===== src/rtl/y86_pkg.sv =====
// Shared Y86 pipeline constants: icodes, condition selectors, register ids
// and the memory-stage pipeline register layout with its bubble value.
package y86_pkg;

  localparam logic [3:0] I_NOP    = 4'h1;
  localparam logic [3:0] I_RRMOVL = 4'h2;
  localparam logic [3:0] I_OPL    = 4'h6;
  localparam logic [3:0] I_JXX    = 4'h7;

  localparam logic [3:0] C_YES = 4'h0;
  localparam logic [3:0] C_LE  = 4'h1;
  localparam logic [3:0] C_L   = 4'h2;
  localparam logic [3:0] C_E   = 4'h3;
  localparam logic [3:0] C_NE  = 4'h4;
  localparam logic [3:0] C_GE  = 4'h5;
  localparam logic [3:0] C_G   = 4'h6;

  localparam logic [3:0] RNONE = 4'hF;

  typedef struct packed {
    logic [3:0]  icode;
    logic        cnd;
    logic [31:0] valA;
  } mreg_t;

  localparam mreg_t M_NOP = '{icode: I_NOP, cnd: 1'b0, valA: 32'h0};

endpackage


===== src/rtl/y86_cond_eval.sv =====
// Combinational jXX/cmovXX condition evaluator over stored condition codes.
module y86_cond_eval
  import y86_pkg::*;
(
  input  logic [3:0] ifunc,
  input  logic       zf,
  input  logic       sf,
  input  logic       of,
  output logic       cnd
);

  logic lt;

  assign lt = sf ^ of;

  // Selectors 7..F are undefined conditions and never fire.
  always_comb begin
    cnd = 1'b0;
    case (ifunc)
      C_YES:   cnd = 1'b1;
      C_LE:    cnd = lt | zf;
      C_L:     cnd = lt;
      C_E:     cnd = zf;
      C_NE:    cnd = ~zf;
      C_GE:    cnd = ~lt;
      C_G:     cnd = ~lt & ~zf;
      default: cnd = 1'b0;
    endcase
  end

endmodule


===== src/rtl/y86_cc_unit.sv =====
// Condition-code register, execute-stage condition gating and the
// memory-stage register that produces the branch mispredict redirect.
module y86_cc_unit
  import y86_pkg::*;
(
  input  logic        clk,
  input  logic        reset,
  input  logic [3:0]  E_icode,
  input  logic [3:0]  E_ifunc,
  input  logic [3:0]  E_dstE,
  input  logic [31:0] E_valA,
  input  logic        zero_flag,
  input  logic        signed_flag,
  input  logic        overflow_flag,
  input  logic        m_exc,
  input  logic        W_exc,
  input  logic        M_bubble,
  output logic        cc_zf,
  output logic        cc_sf,
  output logic        cc_of,
  output logic        e_Cnd,
  output logic [3:0]  e_dstE,
  output logic [3:0]  M_icode,
  output logic        M_Cnd,
  output logic [31:0] M_valA,
  output logic        mispredict
);

  logic [2:0] cc_q, cc_d;
  mreg_t      m_q, m_d;
  logic       set_cc;
  logic       cond_ok;

  // A faulting instruction further down the pipe must not leave its
  // side effects behind, so younger OPl results are discarded.
  assign set_cc = (E_icode == I_OPL) && !m_exc && !W_exc;
  assign cc_d   = set_cc ? {zero_flag, signed_flag, overflow_flag} : cc_q;

  assign {cc_zf, cc_sf, cc_of} = cc_q;

  y86_cond_eval u_cond (
    .ifunc (E_ifunc),
    .zf    (cc_zf),
    .sf    (cc_sf),
    .of    (cc_of),
    .cnd   (cond_ok)
  );

  assign e_Cnd  = ((E_icode == I_RRMOVL) || (E_icode == I_JXX)) && cond_ok;
  assign e_dstE = ((E_icode == I_RRMOVL) && !e_Cnd) ? RNONE : E_dstE;

  always_comb begin
    m_d = '{icode: E_icode, cnd: e_Cnd, valA: E_valA};
    if (M_bubble) m_d = M_NOP;
  end

  always_ff @(posedge clk or negedge reset) begin
    if (!reset) begin
      cc_q <= 3'b100;
      m_q  <= M_NOP;
    end else begin
      cc_q <= cc_d;
      m_q  <= m_d;
    end
  end

  assign M_icode    = m_q.icode;
  assign M_Cnd      = m_q.cnd;
  assign M_valA     = m_q.valA;
  assign mispredict = (m_q.icode == I_JXX) && !m_q.cnd;

endmodule


===== config.mk =====
export PLATFORM = sky130hd
export DESIGN_NAME = y86_cc_unit
export DESIGN_NICKNAME = d
export VERILOG_FILES = /design/src/rtl/y86_pkg.sv /design/src/rtl/y86_cond_eval.sv /design/src/rtl/y86_cc_unit.sv
export SDC_FILE = /design/constraint.sdc
export NUM_CORES = 1
export LEC_CHECK = 0
export ABC_AREA = 1
export BUFFER_PORTS_ARGS = -buffer_cell sky130_fd_sc_hd__buf_2
export CAP_MARGIN = 10
export CORE_ASPECT_RATIO = 1.4
export CORE_MARGIN = 1
export CORE_UTILIZATION = 45
export CTS_BUF_LIST = sky130_fd_sc_hd__clkbuf_16
export CTS_CLUSTER_DIAMETER = 30
export CTS_CLUSTER_SIZE = 30
export DETAILED_ROUTE_END_ITERATION = 10
export PLACE_DENSITY = 0.84
export SETUP_SLACK_MARGIN = 0.15
export SLEW_MARGIN = 10
export SYNTH_ARGS = -nofsm -noshare
export SYNTH_HDL_FRONTEND = slang
export SYNTH_SLANG_ARGS = --single-unit
export TNS_END_PERCENT = 30

===== constraint.sdc =====
create_clock -name clk -period 1.97 [get_ports clk]
set_input_delay 0.197 -clock clk [delete_from_list [all_inputs] [get_ports clk]]
set_output_delay 0.197 -clock clk [all_outputs]
set_load 0.01 [all_outputs]

==> impl_metrics.yaml, run 1 <==
timing:
  setup_ws_ns: 0.2892
  fin_crit_ns: 1.681
  setup_viol: 0
  period_share_pct: 85.32
  rsz0062_at_grt: "yes"
  holdWs_ns: 0.03120
  final_max_slew_viol_count: 0
  hold_violations: 0
  setup-tns-final_ns: 0
  max_freq_mhz: 594.9
  skew_ns: 0.0003720
  tightestPinTransition_ns: 0.8468
  slew_headroom_pct: 43.54
drt:
  wl_per_cell_um: 9.524
  drc_errors: 0
  vias: 1268
  ant_nets: 0
  totalWireLength_mm: 2.924
  drtPass1Iterations: 2
  drtIter0Drc: 15
  avgViaCountPerCell: 4.130
cells_and_area:
  antennaDiodeCount: 0
  fillers: 272
  drive_gt1_share_pct: 42.54
  syn_to_final_growth_pct: 44.60
  fin_cells: 307
  finish.instance_area_um2: 2211
  fin_nets: 319
  mostFrequentLayoutCells: "buf_2, inv_1, nor2_1"
  finalCoreUtilization_pct: 69.46
  mostFrequentLayoutCell: "buf_2"
critical_path:
  ff2ff_path_depth: 8
  r2r_slack_ns: 0.86
  crit_fanout: 4
  crit_path_end_kind: "primary output"
  crit_path_start: "cc_q[2]"
  crit_chain: "inv_1 > nand3_1 > nand2_1 > inv_1 > nand2_1 > nor2_2 > nand2_2 > nand2_4 > nand2_1 > buf_2"
  crit_type: "flip-flop to primary output"
  cp.arrival_ns: 1.48
  crit_path_end: "e_dstE[1]"
  cp_common_cell: "nand2_1"
  r2r-end: "M_Cnd"
  startpoint_type: "flip-flop"
  cp.required_ns: 1.77
  reg2reg_from: "cc_q[2]"
  critPathSlowestCell: "dfstp_2"
  slowest_delay_ns: 0.54
placement:
  gp_congestion: 0.6307
  detailedPlace.worstSlack_ns: 0.5669
  dpl_cell_area_um2: 2043
  place_hpwl_mm: 2.181
  port_buffers: 97
  numPlacedInstances: 299
die:
  core_um2: 3183
  io_pins: 98
  die_h_um: 70.97
  dieWidth_um: 51.27
  dieArea_um2: 3638
  fp-row-count: 24
  start_util_pct: 48.03
synthesis:
  synthTopCellsByArea: "dfrtp_1, inv_1, nor2_1, nand2_1, dfstp_2"
  synthCells: 167
  netlist_area_um2: 1529
  yosysTopAreaCell: "dfrtp_1"
  syn_avg_cell_area_um2: 9.155
  ys_seq_area_share_pct: 65.63
  ys_warn_count: 0
  synth.distinct_cells: 15
  ys_ff_latch: 40
  yosysTopAreaCellShare_pct: 62.19
  syn_nets: 219
clock_network:
  clk_latency_ns: 0.27
  clock_path_buffers: 2
  cts_setup_buffers: 0
  clk_pin_slew_ns: 0.05
  cts_sinks: 40
  cts_resized: 0
  cts_tree: "done"
  cts_root_buf: "clkbuf_16"
  numCtsBuffers: 5
  htree_levels: 2
  cts_hold_buf: 0
global_route:
  top_usage_layer: "met2"
  antenna_found_initial: 0
  overflow: 0
  use_met3_pct: 6.022
  first_global_vias: 1279
  grt_util_met2_pct: 33.92
  use_met1_pct: 18.76
  grt_start_max_net_pins: 41
  grt_pass1_wl_mm: 4.947
  track_usage_pct: 18.21
hold_path:
  hold_class: "input port to asynchronous set/reset pin"
power_and_ir_drop:
  pwr_density_cell_nw_per_um2: 909.6
  power_mw: 2.011
  vdd_ir_drop_max_mv: 0.6872
  power.leakage_nw: 1.446
status:
  status: "finished, final reports clean"
job:
  cap_violations: 0
[synthesized netlist by cell type]
cell and number:
a21oi_1 1, buf_2 4, dfrtp_1 38, dfstp_2 2
inv_1 50, mux2_2 2, nand2_1 17, nand2_2 2
nand3_1 2, nand3_2 1, nor2_1 42, nor2_2 3
nor4_1 1, o21ai_0 1, or2_2 1
[area by class of cell]
class	instances	area, um2	share of cell area [%]
flip-flops and latches	40	1003	45.39
inverters	50	187.7	8.489
multi-input cells	73	322.8	14.60
clock buffers	5	125.1	5.659
repair buffers	97	485.5	21.96
well taps	39	48.80	2.207
clock inverters	3	37.54	1.698
[metal layers]
| layer | share of wire [%] | vias up |
|---|---|---|
| met5 | 0 | - |
| met4 | 1.0 | 0 |
| met1 | 39 | 546 |
| li1 | - | 658 |
| met3 | 7.8 | 4 |
| met2 | 52 | 60 |
[how the worst min path moves through the flow]
stage               start  cells after the start  slack [ns]        end
floorplan           reset                      0        -0.1      M_Cnd
global placement    reset                      1        0.34  M_valA[3]
detailed placement  reset                      1        0.35  M_valA[3]
CTS                 reset                      1        0.07  M_valA[3]
global route        reset                      1        0.11  M_valA[3]
finish              reset                      1        0.03  M_valA[3]
[report_power, final]
group	internal [mW]	switching [mW]	total, mW	leakage, nW
logic	0.109	0.136	0.245	0.856
clock network	0.587	0.284	0.871	0.0789
registers	0.875	0.0200	0.895	0.512
total	1.57	0.439	2.01	1.45
[sequential cells by signal, summed over array words and instances (netlist names)]
name     flops
M_icode      4
M_Cnd        1
cc_q         3
M_valA      32
[critical path, delay by kind of cell (launching register included)]
kind                   cells  cell delay, ns
buffers and inverters      3            0.23
AND/OR/NAND/NOR            7            0.45
flip-flops                 1            0.54
[cells by family (layout without fill, tap and decap cells)]
logic type	Yosys count	in the layout	share of synthesized area (%)
buf+inv	54	155	13.58
compound gates	2	2	0.6540
simple gates	69	69	18.66
mux	2	2	1.473
flops	40	40	65.63
(Power assumes the default switching activity.)
==> run 2: changes to the inputs <==
==> constraint.sdc (replaced) <==
create_clock -name clk -period 2.1 [get_ports clk]
set_input_delay 0.21 -clock clk [delete_from_list [all_inputs] [get_ports clk]]
set_output_delay 0.21 -clock clk [all_outputs]
set_load 0.01 [all_outputs]
==> run 2 against run 1 <==
Against the previous run:
- design area is 0.23% lower
- cell count stayed put
- sequential share of layout area is 0.10 points higher
- worst setup slack better by 0.095 ns
- sequential power is 6.0% lower
==> impl_metrics.yaml, run 2 (same netlist as run 1, synthesis figures left out) <==
timing:
  final_max_slew_viol_count: 0
  hold_violations: 0
  setup-tns-final_ns: 0
  rsz0062_at_grt: "no"
  fin_crit_ns: 1.716
  period_share_pct: 81.70
  setup_ws_ns: 0.3843
  tightestPinTransition_ns: 0.8252
  slew_headroom_pct: 44.99
  skew_ns: 0.0007193
  max_freq_mhz: 582.8
  setup_viol: 0
die:
  fp-row-count: 24
  dieArea_um2: 3638
  start_util_pct: 48.03
  dieWidth_um: 51.27
  core_um2: 3183
  die_h_um: 70.97
  io_pins: 98
power_and_ir_drop:
  swShare_pct: 21.92
  combPwrFrac_pct: 12.1
  power_mw: 1.888
  power.leakage_nw: 1.445
  p_int_mw: 1.474
  power.switching_mw: 0.4138
  pwr_density_cell_nw_per_um2: 855.8
  pwr-share-clk_pct: 43.4
  pwr-share-seq_pct: 44.5
  vdd_ir_drop_max_mv: 0.8312
cells_and_area:
  antennaDiodeCount: 0
  mostFrequentLayoutCells: "buf_2, inv_1, nor2_1"
  drive_gt1_share_pct: 42.54
  syn_to_final_growth_pct: 44.27
  finish.instance_area_um2: 2206
  mostFrequentLayoutCell: "buf_2"
  largest_register_ffs: 32
  fin_nets: 319
  fillers: 276
clock_network:
  cts_tree: "done"
  numCtsBuffers: 5
  cts_root_buf: "clkbuf_16"
  cts_setup_buffers: 0
  cts_resized: 0
  clk_latency_ns: 0.27
  clock_path_buffers: 2
  clk_pin_slew_ns: 0.05
  cts_sinks: 40
  htree_levels: 2
  cts_hold_buf: 0
drt:
  avgViaCountPerCell: 4.179
  vias: 1283
  ant_nets: 0
  totalWireLength_mm: 2.932
  drtPass1Iterations: 4
  drtIter0Drc: 15
  wl_per_cell_um: 9.550
  drc_errors: 0
job:
  cap_violations: 0
critical_path:
  crit_fanout: 4
  cp_common_cell: "nand2_1"
  crit_chain: "inv_1 > nand3_1 > nand2_1 > inv_1 > nand2_1 > nor2_2 > nand2_2 > nand2_2 > nand2_1 > buf_2"
  startpoint_type: "flip-flop"
  crit_type: "flip-flop to primary output"
  cp.required_ns: 1.89
  cp.arrival_ns: 1.51
  crit_path_end_kind: "primary output"
  critPathSlowestCell: "dfstp_2"
  slowest_delay_ns: 0.55
placement:
  detailedPlace.worstSlack_ns: 0.6624
  port_buffers: 97
  dpl_cell_area_um2: 2043
  place_hpwl_mm: 2.252
  gp_congestion: 0.6306
global_route:
  track_usage_pct: 17.98
  overflow: 0
  grt_start_max_net_pins: 41
  grt_pass1_wl_mm: 4.850
  antenna_found_initial: 0
  first_global_vias: 1236
hold_path:
  hold_class: "input port to asynchronous set/reset pin"
status:
  status: "finished, final reports clean"
-- run 2: changes by cell type in the layout (fill, tap and decap cells not counted) --
cell and delta:
nand2_4 -1, nand2_2 +1
-- run 2: final timing paths --
kind,startpoint,end,slack (ns),cells after the start
max in group asynchronous,reset,M_Cnd,1.55,1
hold reg to reg,cc_q[2],cc_q[2],0.51,2
hold / removal,reset,M_valA[3],0.03,1
setup reg to reg,cc_q[2],M_Cnd,0.98,8
setup / recovery,cc_q[2],e_dstE[3],0.38,10
min in group clk,E_valA[31],M_valA[31],0.13,3
-- run 2: power by group through the flow --
| stage | sequential [mW] | clock [mW] | combinational (mW) |
|---|---|---|---|
| after floorplan | 0.879 | 0 | 0.0820 |
| after global placement | 0.851 | 0 | 0.227 |
| after detailed placement | 0.854 | 0 | 0.233 |
| after CTS | 0.841 | 0.844 | 0.234 |
| after global routing | 0.845 | 0.871 | 0.261 |
| final | 0.841 | 0.819 | 0.229 |
-- run 2: metrics by stage --
step	hold slack [ns]	cells	utilization (%)
after floorplan	-0.08559	167	-
after global placement	0.3600	299	64.19
after detailed placement	0.3636	299	64.19
after CTS	0.06674	307	69.30
after global routing	0.1233	307	69.30
final	0.03258	307	69.30
-- run 2: layer usage --
metal / part of all wire [%] / GRT usage (%) / wire [um]
met5: 0 / 0 / 0
met4: 1.6 / 7.207 / 47
met3: 8.1 / 5.806 / 238
met2: 53 / 33.33 / 1551
met1: 37 / 17.89 / 1094
-- run 2: area by class of cell --
class | count | area [um2] | share of cell area (%)
Clock buffer | 5 | 125.1 | 5.672
Clock inverter | 3 | 37.54 | 1.702
Inverter | 50 | 187.7 | 8.508
Multi-Input combinational cell | 73 | 317.8 | 14.41
Sequential cell | 40 | 1003 | 45.49
Tap cell | 39 | 48.80 | 2.212
Timing Repair Buffer | 97 | 485.5 | 22.01
-- run 2: worst max-delay path, delay by kind of cell (launching register included) --
| family | cells | cell delay, ns |
|---|---|---|
| buf+inv | 3 | 0.22 |
| flops | 1 | 0.55 |
| simple gates | 7 | 0.45 |
